--- config.mk ---
export PLATFORM = sky130hd
export DESIGN_NAME = seg_scan_ctrl_flat
export DESIGN_NICKNAME = d
export VERILOG_FILES = /design/src/rtl/seg_scan_ctrl_pkg.sv /design/src/rtl/seg_scan_ctrl_if.sv /design/src/rtl/seg_scan_ctrl_decode.sv /design/src/rtl/seg_scan_ctrl.sv /design/src/flat_wrapper.sv
export SDC_FILE = /design/constraint.sdc
export NUM_CORES = 1
export LEC_CHECK = 0
export CAP_MARGIN = 20
export CORE_ASPECT_RATIO = 2
export CORE_MARGIN = 2
export CORE_UTILIZATION = 40
export DETAILED_ROUTE_END_ITERATION = 8
export PLACE_DENSITY = 0.57
export RECOVER_POWER = 50
export SYNTH_ARGS = -nofsm -noshare
export SYNTH_HDL_FRONTEND = slang
export SYNTH_SLANG_ARGS = --single-unit
export TNS_END_PERCENT = 30
--- constraint.sdc ---
create_clock -name clk -period 7.8 [get_ports clk]
set_input_delay 1.56 -clock clk [delete_from_list [all_inputs] [get_ports clk]]
set_output_delay 1.56 -clock clk [all_outputs]
set_load 0.01 [all_outputs]
--- src/rtl/seg_scan_ctrl_pkg.sv ---
// Shared types and constants for the multiplexed 7-segment scan controller.
// Segment patterns are active-low {g,f,e,d,c,b,a}.
package seg_scan_pkg;

  typedef enum logic [1:0] {
    DIG0 = 2'd0,
    DIG1 = 2'd1,
    DIG2 = 2'd2,
    DIG3 = 2'd3
  } state_t;

  localparam int unsigned PWM_PHASES = 8;

  localparam logic [3:0] AN_OFF  = 4'b1111;
  localparam logic [3:0] AN_DIG0 = 4'b0111;
  localparam logic [3:0] AN_DIG1 = 4'b1011;
  localparam logic [3:0] AN_DIG2 = 4'b1101;
  localparam logic [3:0] AN_DIG3 = 4'b1110;

  localparam logic [6:0] SEG_OFF  = 7'h7F;
  localparam logic [6:0] SEG_DASH = 7'b0111111;
  localparam logic [6:0] SEG_0    = 7'b1000000;
  localparam logic [6:0] SEG_1    = 7'b1111001;
  localparam logic [6:0] SEG_2    = 7'b0100100;
  localparam logic [6:0] SEG_3    = 7'b0110000;
  localparam logic [6:0] SEG_4    = 7'b0011001;
  localparam logic [6:0] SEG_5    = 7'b0010010;
  localparam logic [6:0] SEG_6    = 7'b0000010;
  localparam logic [6:0] SEG_7    = 7'b1111000;
  localparam logic [6:0] SEG_8    = 7'b0000000;
  localparam logic [6:0] SEG_9    = 7'b0010000;

  function automatic logic [3:0] an_pattern(input state_t s);
    case (s)
      DIG0:    an_pattern = AN_DIG0;
      DIG1:    an_pattern = AN_DIG1;
      DIG2:    an_pattern = AN_DIG2;
      default: an_pattern = AN_DIG3;
    endcase
  endfunction

endpackage

--- src/rtl/seg_scan_ctrl_if.sv ---
// Display-value load channel: valid/ready handshake carrying BCD value and dp enables.
interface seg_scan_ctrl_if;
  logic        load_valid;
  logic        load_ready;
  logic [15:0] value;
  logic [3:0]  dp;

  modport master (output load_valid, value, dp, input load_ready);
  modport slave  (input load_valid, value, dp, output load_ready);
endinterface

--- src/rtl/seg_scan_ctrl_decode.sv ---
// BCD nibble to active-low 7-segment pattern; non-decimal codes show a dash.
module seg7_decode
  import seg_scan_pkg::*;
(
  input  logic [3:0] i_nib,
  output logic [6:0] o_seg
);

  always_comb begin
    o_seg = SEG_DASH;
    case (i_nib)
      4'd0:    o_seg = SEG_0;
      4'd1:    o_seg = SEG_1;
      4'd2:    o_seg = SEG_2;
      4'd3:    o_seg = SEG_3;
      4'd4:    o_seg = SEG_4;
      4'd5:    o_seg = SEG_5;
      4'd6:    o_seg = SEG_6;
      4'd7:    o_seg = SEG_7;
      4'd8:    o_seg = SEG_8;
      4'd9:    o_seg = SEG_9;
      default: o_seg = SEG_DASH;
    endcase
  end

endmodule

--- src/rtl/seg_scan_ctrl.sv ---
// Four-digit multiplexed 7-segment scanner with frame-synchronous value
// commit, PWM brightness, leading-zero suppression and blanking.
module seg_scan_ctrl
  import seg_scan_pkg::*;
#(
  parameter int unsigned REFRESH_MS = 16,
  parameter int unsigned CLK_PER_MS = 100000,
  parameter int unsigned NUM_DIGITS = 4
) (
  input  logic                 clk,
  input  logic                 rst,
  seg_scan_ctrl_if.slave       load,
  input  logic                 lz_en,
  input  logic [2:0]           bright,
  input  logic                 blank,
  output logic [3:0]           an,
  output logic [6:0]           seg,
  output logic                 dp_n,
  output logic                 frame_tick
);

  localparam int unsigned SLOT   = REFRESH_MS * CLK_PER_MS / NUM_DIGITS;
  localparam int unsigned PH_LEN = SLOT / PWM_PHASES;
  localparam int unsigned SW     = (SLOT > 1) ? $clog2(SLOT) : 1;
  localparam int unsigned PW     = (PH_LEN > 1) ? $clog2(PH_LEN) : 1;

  if (SLOT == 0 || (SLOT % PWM_PHASES) != 0) begin : g_slot_chk
    $error("seg_scan_ctrl: slot length must be a non-zero multiple of 8");
  end
  if (NUM_DIGITS != 4) begin : g_dig_chk
    $error("seg_scan_ctrl: exactly 4 digits are supported");
  end

  state_t      r_state, w_state_nxt;
  logic [SW-1:0] r_slot_cnt;
  logic [PW-1:0] r_ph_cnt;
  logic [2:0]  r_phase;
  logic [2:0]  r_bright;
  logic [2:0]  w_bright_eff;
  logic        w_slot_end, w_ph_end, w_boundary, w_accept;

  logic [15:0] r_pend_val, r_act_val;
  logic [3:0]  r_pend_dp, r_act_dp;
  logic        r_pend_full;

  logic [3:0]  w_nib;
  logic        w_dp_on, w_zero_lead, w_lit;
  logic [6:0]  w_seg_dec;
  logic [3:0]  w_an_nxt;
  logic [6:0]  w_seg_nxt;
  logic        w_dpn_nxt;
  logic [3:0]  r_an;
  logic [6:0]  r_seg;
  logic        r_dp_n;

  assign w_slot_end = (r_slot_cnt == SW'(SLOT - 1));
  assign w_ph_end   = (r_ph_cnt == PW'(PH_LEN - 1));
  assign w_boundary = w_slot_end && (r_state == DIG3);
  assign w_accept   = load.load_valid && !r_pend_full;
  // Brightness is captured on the first cycle of a slot but must already apply there.
  assign w_bright_eff = (r_slot_cnt == '0) ? bright : r_bright;

  assign load.load_ready = !r_pend_full;
  assign frame_tick      = w_boundary;
  assign an              = r_an;
  assign seg             = r_seg;
  assign dp_n            = r_dp_n;

  // PWM phase is tracked by a sub-counter instead of dividing slot_cnt.
  always_ff @(posedge clk) begin
    if (rst) begin
      r_state    <= DIG0;
      r_slot_cnt <= '0;
      r_ph_cnt   <= '0;
      r_phase    <= '0;
      r_bright   <= '0;
    end else begin
      r_state    <= w_state_nxt;
      r_slot_cnt <= w_slot_end ? '0 : r_slot_cnt + SW'(1);
      r_ph_cnt   <= w_ph_end ? '0 : r_ph_cnt + PW'(1);
      if (w_ph_end) r_phase <= r_phase + 3'd1;
      if (r_slot_cnt == '0) r_bright <= bright;
    end
  end

  always_comb begin
    w_state_nxt = r_state;
    if (w_slot_end) begin
      case (r_state)
        DIG0:    w_state_nxt = DIG1;
        DIG1:    w_state_nxt = DIG2;
        DIG2:    w_state_nxt = DIG3;
        default: w_state_nxt = DIG0;
      endcase
    end
  end

  always_ff @(posedge clk) begin
    if (rst) begin
      r_pend_full <= 1'b0;
      r_pend_val  <= '0;
      r_pend_dp   <= '0;
      r_act_val   <= '0;
      r_act_dp    <= '0;
    end else if (w_boundary && r_pend_full) begin
      r_act_val   <= r_pend_val;
      r_act_dp    <= r_pend_dp;
      r_pend_full <= 1'b0;
    end else if (w_accept) begin
      r_pend_val  <= load.value;
      r_pend_dp   <= load.dp;
      r_pend_full <= 1'b1;
    end
  end

  seg7_decode u_dec (
    .i_nib (w_nib),
    .o_seg (w_seg_dec)
  );

  always_comb begin
    w_nib       = r_act_val[15:12];
    w_dp_on     = r_act_dp[3];
    w_zero_lead = 1'b0;
    case (r_state)
      DIG0: begin
        w_nib       = r_act_val[15:12];
        w_dp_on     = r_act_dp[3];
        w_zero_lead = (r_act_val[15:12] == '0);
      end
      DIG1: begin
        w_nib       = r_act_val[11:8];
        w_dp_on     = r_act_dp[2];
        w_zero_lead = (r_act_val[15:8] == '0);
      end
      DIG2: begin
        w_nib       = r_act_val[7:4];
        w_dp_on     = r_act_dp[1];
        w_zero_lead = (r_act_val[15:4] == '0);
      end
      default: begin
        w_nib       = r_act_val[3:0];
        w_dp_on     = r_act_dp[0];
        w_zero_lead = 1'b0;
      end
    endcase

    w_lit     = !blank && !(lz_en && w_zero_lead) && (r_phase <= w_bright_eff);
    w_an_nxt  = AN_OFF;
    w_seg_nxt = SEG_OFF;
    w_dpn_nxt = 1'b1;
    if (w_lit) begin
      w_an_nxt  = an_pattern(r_state);
      w_seg_nxt = w_seg_dec;
      w_dpn_nxt = !w_dp_on;
    end
  end

  always_ff @(posedge clk) begin
    if (rst) begin
      r_an   <= AN_OFF;
      r_seg  <= SEG_OFF;
      r_dp_n <= 1'b1;
    end else begin
      r_an   <= w_an_nxt;
      r_seg  <= w_seg_nxt;
      r_dp_n <= w_dpn_nxt;
    end
  end

endmodule

--- src/flat_wrapper.sv ---
// flat-port wrapper written by rule: the top's interface ports become plain ports
module seg_scan_ctrl_flat import seg_scan_pkg::*;
#(
  parameter int unsigned REFRESH_MS = 16,
  parameter int unsigned CLK_PER_MS = 100000,
  parameter int unsigned NUM_DIGITS = 4
)
  (clk, rst, lz_en, bright, blank, an, seg, dp_n, frame_tick, load_load_valid, load_value, load_dp, load_load_ready);
  seg_scan_ctrl_if load_i ();
  input  logic clk;
  input  logic rst;
  input  logic lz_en;
  input  logic [2:0] bright;
  input  logic blank;
  output logic [3:0] an;
  output logic [6:0] seg;
  output logic dp_n;
  output logic frame_tick;
  input wire logic [$bits(load_i.load_valid)-1:0] load_load_valid;
  input wire logic [$bits(load_i.value)-1:0] load_value;
  input wire logic [$bits(load_i.dp)-1:0] load_dp;
  output wire logic [$bits(load_i.load_ready)-1:0] load_load_ready;
  assign load_i.load_valid = load_load_valid;
  assign load_i.value = load_value;
  assign load_i.dp = load_dp;
  assign load_load_ready = load_i.load_ready;
  seg_scan_ctrl #(.REFRESH_MS(REFRESH_MS), .CLK_PER_MS(CLK_PER_MS), .NUM_DIGITS(NUM_DIGITS)) u_core (.clk(clk), .rst(rst), .load(load_i), .lz_en(lz_en), .bright(bright), .blank(blank), .an(an), .seg(seg), .dp_n(dp_n), .frame_tick(frame_tick));
endmodule
==> flow_summary_export.csv <==
group,metric,value,unit
outcome,outcome,"finished with violations",
outcome,violations,"capacitance limit, slew limit",
power_and_ir_drop,switching_power,218.4,uW
drt,drc,0,
timing,grt_setup_unrepaired,"no",
clock_network,clock_latency,0.34,ns
worst_setup_path,cp_top_family,"simple AND/OR/NAND/NOR gates",
power_and_ir_drop,vdd_ir_drop_max,0.1340,mV
global_route,grt_usage,17.74,%
logic_synthesis,syn-instance-count,522,
drt,postRouteAntennaNets,0,
power_and_ir_drop,p_clk_share,41.6,%
clock_network,clockBufferDepth,2,
timing,finalWorstPathRequiredPeriod,4.517,ns
floorplan,floorplan.core_area,0.01081,mm2
worst_setup_path,reg2reg_setup_slack,5.01,ns
clock_network,root_buffer,"clkbuf_16",
worst_setup_path,startpoint_of_the_most_critical_register_to_register_path,"u_core.r_slot_cnt[0]",
logic_synthesis,ys_ff_latch,96,
drt,drt_initial_violations,201,
cells_and_area,most-common-layout-cells,"dfxtp_1 (96), nand2_1 (56), a21oi_1 (56), nor2_1 (41), clkdlybuf4s50_1 (40)",
timing,finalMaxSlewViolations,54,
worst_setup_path,crit_path_max_incr_delay,0.83,ns
logic_synthesis,area_share_of_the_leading_cell_type_in_the_synthesized_netlist,43.81,%
cells_and_area,postLayoutCoreUtil,47.44,%
logic_synthesis,seq_total_area_yosys,43.81,%
clock_network,clkTransAtPathRegs,0.06,ns
global_route,largest_net_degree_at_the_start_of_global_routing,54,
floorplan,die_width,78.05,um
global_route,antenna_found_initial,0,
power_and_ir_drop,power.combinational.fraction,6.7,%
drt,routed_wire_length_per_instance,14.88,um
clock_network,clock_tree_from_tritoncts,"done",
timing,fin_worst_skew,0.007876,ns
timing,fin_setup_tns,0,ns
cells_and_area,mostFrequentLayoutCell,"dfxtp_1",
worst_setup_path,crit_type,"reg -> out",
floorplan,dieArea,0.01187,mm2
worst_setup_path,critPathMostFrequentCell,"and3_1",
logic_synthesis,postSynthAreaPerCell,8.404,um2
timing,clock.fmax,0.2214,GHz
logic_synthesis,synthesized_net_count,568,
timing,post-route-period-util,57.90,%
clock_network,hold_buffers,0,
floorplan,initial_utilization,40.58,%
worst_setup_path,critical_path_origin,"u_core.r_slot_cnt[13]",
flow_run,maxCapViolCount,1,
clock_network,ctsResizeCount,0,
worst_setup_path,endpoint_kind,"output pin",
worst_setup_path,cp.required,6.24,ns
place,post_dp_cell_area,0.004855,mm2
logic_synthesis,post_synth_num_cell_types,42,
worst_setup_path,cp_cell_sequence,"nor4_1 > and3_1 > and3_1 > clkdlybuf4s50_1",
worst_setup_path,cp_slowest_cell,"and3_1",
cells_and_area,share_of_final_layout_standard_cells_stronger_than_drive_strength_1,3.853,%
timing,final_hold_vio_count,0,
clock_network,cts_inserted_buffers,9,
logic_synthesis,synth-warning-count,0,
clock_network,post_cts_buffers,0,
min_path,timing.hold.worst.class,"reg -> reg",
worst_setup_path,critPathLaunchType,"flip-flop",
drt,route.vias.total,3761,
drt,final_routed_wirelength,10.19,mm
global_route,number_of_global_route_vias_before_repair,3529,
logic_synthesis,syn_area,0.004387,mm2
floorplan,io-pin-count,42,
timing,worst_slew_pin_slew,2.334,ns
place,port_buffers,41,
power_and_ir_drop,power.share.switching,22.12,%
clock_network,cts.sinks,96,
logic_synthesis,asyncSetResetFlopFracSynth,0,%
power_and_ir_drop,cell_internal_pwr,768.8,uW
logic_synthesis,netlist_top_cells_area,"dfxtp_1 (44%), a21oi_1 (6.4%), ha_1 (5.1%), nand2_1 (4.8%), nand4_1 (4.6%)",
timing,setup-violations-final,0,
worst_setup_path,cp.buffers_inverters,1,
timing,max_slew_margin,-55.62,%
min_path,hold_start,"u_core.r_pend_val[13]",
logic_synthesis,synth_edf_count,0,
logic_synthesis,synth_top_cell_by_area,"dfxtp_1",
cells_and_area,post-route-cell-area,0.005129,mm2
global_route,global_route_wire_length_before_repair,17.18,mm
worst_setup_path,cp_data_arrival_time,2.96,ns
drt,detailedRoute.firstPassIterationCount,4,
worst_setup_path,crit_path_max_fanout,23,
logic_synthesis,synth_ff_type,"dfxtp_1",
cells_and_area,num_antenna_cells,0,
timing,setup_slack,3.283,ns
power_and_ir_drop,pwr_density_cell,192.5,mW/mm2
power_and_ir_drop,share_seq_of_total_power,51.7,%
global_route,globalRoute.totalOverflow,0,
cells_and_area,syn_to_final_growth,16.91,%
floorplan,fp-row-count,54,
place,hpwlAfterDp,7.321,mm
cells_and_area,nets,586,
place,pre_cts_ws,3.745,ns
floorplan,chipHeight,152.1,um
clock_network,ctsHtreeMaxLevel,3,
drt,via_per_inst,5.491,
power_and_ir_drop,leakagePower,0.001753,uW
place,place.gp.congestion,0.8728,
-- worst min-delay path: stages, from the launching register on --
cell and delay, ns:
dfxtp_1 0.31, nand2_1 0.05, a21oi_1 0.05
-- final timing paths --
kind                                               to  depth (start not counted)
worst max register to register          u_core.seg[1]                         12
worst min register to register  u_core.r_pend_val[13]                          2
worst min-delay path            u_core.r_pend_val[13]                          2
worst max-delay path                       frame_tick                          4
-- kinds of logic (layout without fill, tap and decap cells) --
group	count (synthesis)	after routing	share of synthesized area [%]
and+or+nand+nor	203	203	23.10
buffers and inverters	57	80	4.963
xor gates and xnor gates	28	28	5.591
muxes	2	2	0.4849
DFF	96	96	43.81
adders and majority gates	18	18	5.134
AOI/OAI and AO/OA	118	118	16.91
-- routing by layer --
| metal | track usage, % | vias up | share of wire, % |
|---|---|---|---|
| met4 | 6.266 | 0 | 1.4 |
| met3 | 2.375 | 9 | 2.3 |
| met5 | 0 | - | 0 |
| met2 | 32.39 | 52 | 54 |
| met1 | 20.76 | 1786 | 42 |
| li1 | - | 1914 | - |
-- state kept, by name (all words and copies together), names as in the netlist, 4 cells and up --
signal / flops
u_core.r_act_val: 16
u_core.an: 4
u_core.r_ph_cnt: 16
u_core.r_pend_val: 16
u_core.seg: 7
u_core.r_slot_cnt: 19
u_core.r_act_dp: 4
u_core.r_pend_dp: 4
-- final cells by class --
class                           count  area (um2)
Inverter                           18       67.56
Clock buffer                       14       264.0
Tap cell                          140       175.2
Clock inverter                      2       13.76
Multi-Input combinational cell    369        2247
Timing Repair Buffer               46       439.2
Fill cell                        1078        5682
Sequential cell                    96        1922
-- stage by stage --
stage / total power [uW] / hold slack (ns) / std cells
2_1_floorplan: 556.8 / 0.4295 / 522
3_3_place_gp: 587.7 / 0.4515 / 669
3_5_place_dp: 589.0 / 0.4514 / 669
4_1_cts: 1001 / 0.4623 / 685
5_1_grt: 1028 / 0.4768 / 685
6_report: 987.2 / 0.4605 / 685
-- power groups by stage --
stage                     logic, uW  clock network, uW  registers (uW)
final                          65.8                411             511
after global routing           73.7                442             512
after CTS                      67.3                423             511
after detailed placement       67.1                  0             522
after global placement         66.3                  0             521
after floorplan                36.9                  0             520
-- cell usage after synthesis (3+ instances only) --
cell type and count:
nand3_1 23, buf_2 3, xor2_1 8, a211o_1 3, nor2_1 41, and3_1 7
ha_1 18, o21ai_0 9, a222oi_1 5, inv_1 18, o31ai_1 22, o211ai_1 7
o2111ai_1 3, nor2b_1 5, clkbuf_1 35, nor3_1 7, a211oi_1 4, nand4_1 32
a21oi_1 56, nand2_1 56, xnor2_1 20, or4_1 6, and2_1 4, nor4_1 13
dfxtp_1 96
Note: power is estimated with default switching activity, not from simulation.
